`config.mk`:
```
export PLATFORM = sky130hd
export DESIGN_NAME = sha256_sched_stream
export DESIGN_NICKNAME = d
export VERILOG_FILES = /design/src/rtl/sha256_pkg.sv /design/src/rtl/sha256_sched_next.sv /design/src/rtl/sha256_sched_stream.sv
export SDC_FILE = /design/constraint.sdc
export NUM_CORES = 2
export LEC_CHECK = 0
export ABC_AREA = 1
export CORE_ASPECT_RATIO = 1.25
export CORE_UTILIZATION = 25
export DETAILED_ROUTE_END_ITERATION = 12
export DONT_BUFFER_PORTS = 1
export PLACE_DENSITY = 0.38
export SYNTH_ARGS = -nofsm -noshare
export SYNTH_HDL_FRONTEND = slang
export SYNTH_HIERARCHICAL = 1
export SYNTH_SLANG_ARGS = --single-unit
```
`constraint.sdc`:
```
create_clock -name clk -period 39.6 [get_ports clk]
set_clock_uncertainty 0.05 [all_clocks]
set_input_delay 1.98 -clock clk [delete_from_list [all_inputs] [get_ports clk]]
set_output_delay 1.98 -clock clk [all_outputs]
set_load 0.01 [all_outputs]
```
`src/rtl/sha256_pkg.sv`:
```
// Shared types, constants and sigma helpers for the SHA-256 message-schedule stream.
package sha256_pkg;

    typedef logic [31:0] word_t;

    localparam int unsigned S0_ROT_A = 32'd7;
    localparam int unsigned S0_ROT_B = 32'd18;
    localparam int unsigned S0_SHR   = 32'd3;
    localparam int unsigned S1_ROT_A = 32'd17;
    localparam int unsigned S1_ROT_B = 32'd19;
    localparam int unsigned S1_SHR   = 32'd10;

    typedef enum logic [0:0] {
        IDLE   = 1'b0,
        STREAM = 1'b1
    } state_e;

    function automatic word_t rotr(input word_t x, input int unsigned n);
        return (x >> n) | (x << (32'd32 - n));
    endfunction

    function automatic word_t sig0(input word_t x);
        return rotr(x, S0_ROT_A) ^ rotr(x, S0_ROT_B) ^ (x >> S0_SHR);
    endfunction

    function automatic word_t sig1(input word_t x);
        return rotr(x, S1_ROT_A) ^ rotr(x, S1_ROT_B) ^ (x >> S1_SHR);
    endfunction

endpackage

```
`src/rtl/sha256_sched_next.sv`:
```
// Combinational generator of the next schedule word entering the top of the 16-word window.
module sha256_sched_next
    import sha256_pkg::*;
(
    input  word_t w_t_i,
    input  word_t w_t1_i,
    input  word_t w_t9_i,
    input  word_t w_t14_i,
    output word_t w_new_o
);

    // Modulo-2^32 sum; carries out of bit 31 are dropped by the 32-bit result.
    assign w_new_o = sig1(w_t14_i) + w_t9_i + sig0(w_t1_i) + w_t_i;

endmodule

```
`src/rtl/sha256_sched_stream.sv`:
```
// SHA-256 message-schedule transmitter: one padded block in, W0..W(ROUNDS-1) out.
// Optional SCHED_PREFETCH_EN adds a one-block pending register for zero-bubble streaming.
module sha256_sched_stream
    import sha256_pkg::*;
#(
    parameter int ROUNDS = 64
)
(
    input  logic         clk,
    input  logic         rst,
    input  logic         blk_valid,
    output logic         blk_ready,
    input  logic [511:0] blk_data,
    output logic         w_valid,
    input  logic         w_ready,
    output logic [31:0]  w_data,
    output logic [5:0]   w_idx,
    output logic         w_last,
    output logic         busy
);

    localparam logic [5:0] LAST_IDX = 6'(ROUNDS - 1);

    state_e      state_q, state_d;
    word_t       win_q [16];
    word_t       win_d [16];
    logic [5:0]  t_q, t_d;
    logic        last_q, last_d;
    word_t       w_new_s;
    logic        blk_hs_s;
    logic        w_hs_s;

`ifdef SCHED_PREFETCH_EN
    logic [511:0] pend_q, pend_d;
    logic         pend_valid_q, pend_valid_d;
`endif

    sha256_sched_next u_next (
        .w_t_i   (win_q[0]),
        .w_t1_i  (win_q[1]),
        .w_t9_i  (win_q[9]),
        .w_t14_i (win_q[14]),
        .w_new_o (w_new_s)
    );

`ifdef SCHED_PREFETCH_EN
    assign blk_ready = !pend_valid_q;
`else
    assign blk_ready = (state_q == IDLE);
`endif

    assign blk_hs_s = blk_valid && blk_ready;
    assign w_hs_s   = (state_q == STREAM) && w_ready;
    assign w_valid  = (state_q == STREAM);
    assign busy     = (state_q == STREAM);
    assign w_data   = win_q[0];
    assign w_idx    = t_q;
    assign w_last   = last_q;

    // Next-state: block load, window shift on each word handshake, end-of-block turnaround.
    always_comb begin
        state_d = state_q;
        win_d   = win_q;
        t_d     = t_q;
        last_d  = last_q;
`ifdef SCHED_PREFETCH_EN
        pend_d       = pend_q;
        pend_valid_d = pend_valid_q;
`endif
        case (state_q)
            IDLE: begin
                if (blk_hs_s) begin
                    for (int i = 0; i < 16; i++) begin
                        win_d[i] = blk_data[511 - 32*i -: 32];
                    end
                    t_d     = 6'd0;
                    last_d  = 1'b0;
                    state_d = STREAM;
                end else begin
                    state_d = IDLE;
                end
            end
            STREAM: begin
                if (w_hs_s && !last_q) begin
                    for (int i = 0; i < 15; i++) begin
                        win_d[i] = win_q[i + 1];
                    end
                    win_d[15] = w_new_s;
                    t_d       = t_q + 6'd1;
                    last_d    = (t_d == LAST_IDX);
                end else if (w_hs_s) begin
`ifdef SCHED_PREFETCH_EN
                    // A queued block wins; otherwise a block arriving right now bypasses straight in.
                    if (pend_valid_q) begin
                        for (int i = 0; i < 16; i++) begin
                            win_d[i] = pend_q[511 - 32*i -: 32];
                        end
                        pend_valid_d = 1'b0;
                        t_d          = 6'd0;
                        last_d       = 1'b0;
                    end else if (blk_hs_s) begin
                        for (int i = 0; i < 16; i++) begin
                            win_d[i] = blk_data[511 - 32*i -: 32];
                        end
                        t_d    = 6'd0;
                        last_d = 1'b0;
                    end else begin
                        last_d  = 1'b0;
                        state_d = IDLE;
                    end
`else
                    last_d  = 1'b0;
                    state_d = IDLE;
`endif
                end else begin
                    state_d = STREAM;
                end
`ifdef SCHED_PREFETCH_EN
                if (blk_hs_s && !(w_hs_s && last_q)) begin
                    pend_d       = blk_data;
                    pend_valid_d = 1'b1;
                end else begin
                    pend_d = pend_d;
                end
`endif
            end
            default: begin
                state_d = IDLE;
            end
        endcase
    end

    // State, counter and window registers.
    always_ff @(posedge clk or posedge rst) begin
        if (rst) begin
            state_q <= IDLE;
            t_q     <= 6'd0;
            last_q  <= 1'b0;
            for (int i = 0; i < 16; i++) begin
                win_q[i] <= 32'd0;
            end
        end else begin
            state_q <= state_d;
            t_q     <= t_d;
            last_q  <= last_d;
            win_q   <= win_d;
        end
    end

`ifdef SCHED_PREFETCH_EN
    // Pending-block register used to overlap the next block with the current stream.
    always_ff @(posedge clk or posedge rst) begin
        if (rst) begin
            pend_q       <= 512'd0;
            pend_valid_q <= 1'b0;
        end else begin
            pend_q       <= pend_d;
            pend_valid_q <= pend_valid_d;
        end
    end
`endif

endmodule

```
==> run metrics <==
Metal-1 WL 52800 um; critical path's slowest cell buf_4; row count 138; clk buf depth 3; WS Path Type in -> reg; cell area after layout 0.0317 mm2; cell breakdown of the critical path nand3_2 > nand2_8 > buf_4 > buf_4 > buf_4 > buf_4 > nor2_1 > a31oi_1; register bit total from synthesis 520; gpl congestion 0.861; via count of the first global-routing pass 23900; Initial Util 25.3%; R2R Setup Slk 33.70 ns; Post-Syn Instances 3667; total length of routed wires 123000 um; Post CTS Setup Buffer Count 0; commonest cells after routing, fill and taps aside nand2_1, nor2_1, dfrtp_1; All-Layer GR Usage 21.0%; H-tree levels 3; CP required 40.12 ns; Rel. slew slack 25.0%; met2 wire len 58300 um; CP max FO 123; Hold Buf Count CTS 0; RSZ-0062 raised after global routing false; pin count of the biggest net entering global routing 244; IO buf count 0; Worst-path clk slew 0.06 ns; final setup TNS 0 ns; synth top area cells dfrtp_1, nand2_1, a31oi_1; total number of vias 23700; CTS tree done; r2r worst-path depth 9; commonest non-fill, non-tap cell in the layout nand2_1; global-route wire length before repair 175000 um; WL per Instance 24.4 um; CP endpoint kind flip-flop; die width 305 um; Layout area overhead 10.5%; final hold violation count 0; core area 0.113 mm2; top-area cell type share of the netlist area 45.4%; metal3 WL 8160 um; DRT iter0 DRCs 1732; ratio of cells with drive above 1 in the final layout 4.71%; actual slew at the worst max-slew pin 1.12 ns; status finished, final reports clean; # IOs 558; Syn Std Cell Area 0.0286 mm2; die height 380 um; post-cts resize count 0; crit path launch type input pin; initial antenna violation count 16; final setup fails 0; grt total ovfl 0; worst hold start win_q[269]; Yosys Warn Count 6; placed instance area 0.0294 mm2; total CTS buffers 68; area leader, netlist dfrtp_1; Hold Crit Endpoint win_q[301]; post-route clock period utilization 15.0%; Die ar. 0.116 mm2; delay-heaviest family, CP buffers and inverters; Post-DP HPWL 94500 um; Critical Path AT 6.47 ns; Synth cell types 29; Buf/Inv on CP 4; RR Endpoint win_q[14]; Post-DRT Antenna Nets 0; worst hold path class reg -> reg; First-pass DRT Iterations 7; syn_nets 4278; reg2reg start busy; worst skew pair latency 0.68 ns; Max Used Layer met5; worst hold stages 2; crit-path most repeated cell buf_4; synthesized area per cell 7.81 um2; Worst path max stage delay 0.88 ns; register area share after synthesis 45.4%; f_max 0.168 GHz; CTS Root Cell clkbuf_16; max-slew violation count 0; Layout Nets 4111; MaxCap Viol Count 0; TritonCTS Sinks 520; minimum clock period 5.95 ns; vias per cell 4.71; DRC 0
[worst min-delay path, cell delays in order, from the launching register on]
cell and delay, ns:
dfrtp_1 0.38, nand2_1 0.06, a31oi_1 0.07
[final cells by class]
class,instances,area (um2)
fillers,12500,81800
multi-input cells,2644,13400
flip-flops and latches,520,13000
clock buffers,98,2010
well taps,1470,1840
inverters,241,928
repair buffers,25,225
clock inverters,21,218
diodes,8,20.0
[how the worst max path moves through the flow]
stage	startpoint	to	depth (start not counted)
finish	w_ready	win_q[14]	8
CTS	busy	win_q[14]	9
global placement	w_ready	win_q[0]	8
global route	busy	win_q[24]	9
detailed placement	w_ready	win_q[14]	8
floorplan	rst	busy	1
[state kept, by name, summed over array words and instances, names as in the netlist]
register	count
win_q	480
w_data	32
w_idx	6
busy	1
w_last	1
[logic make-up after synthesis]
group | after synthesis | share of synthesized area (%)
flip-flops | 520 | 45.4
AO/OA/AOI/OAI | 542 | 11.8
adder cells (fa/ha/maj) | 95 | 5.77
buffers and inverters | 503 | 7.85
XOR/XNOR | 136 | 4.16
AND/OR/NAND/NOR | 1871 | 25.0
[routing by layer]
| layer | vias up | GRT usage, % |
|---|---|---|
| met3 | 116 | 5.53 |
| li1 | 11500 | - |
| met4 | 22 | 7.24 |
| met2 | 622 | 34.6 |
| met5 | - | 0 |
| met1 | 11500 | 26.5 |
[per-stage QoR]
stage	hold slack (ns)	utilization (%)	setup slack, ns	std cells
4_1_cts	0.477	27.9	33.71	5019
5_1_grt	0.509	27.9	33.13	5023
3_5_place_dp	0.477	25.9	33.01	4900
3_3_place_gp	0.475	25.9	33.04	4900
2_1_floorplan	0.467	-	23.04	3667
6_report	0.481	27.9	33.65	5027
[Yosys cell counts]
library cell  count
a21o_1            1
a21oi_1          18
a21oi_2           1
a31oi_1         512
buf_1             1
buf_2           100
buf_4            58
buf_6             2
clkbuf_1        101
dfrtp_1         520
fa_1             62
ha_1             33
inv_1           237
inv_2             3
inv_4             1
nand2_1        1251
nand2_2          22
nand3_1          31
nand3_2           5
nand4_1           3
nor2_1          553
nor3_1            4
nor3_2            2
o21ai_0           2
o21ai_1           3
o21bai_1          2
o22ai_1           3
xnor2_1          69
xor2_1           67
Power is not shown: default switching activity piles up to over one toggle a cycle in this logic, so the estimate is an artifact.
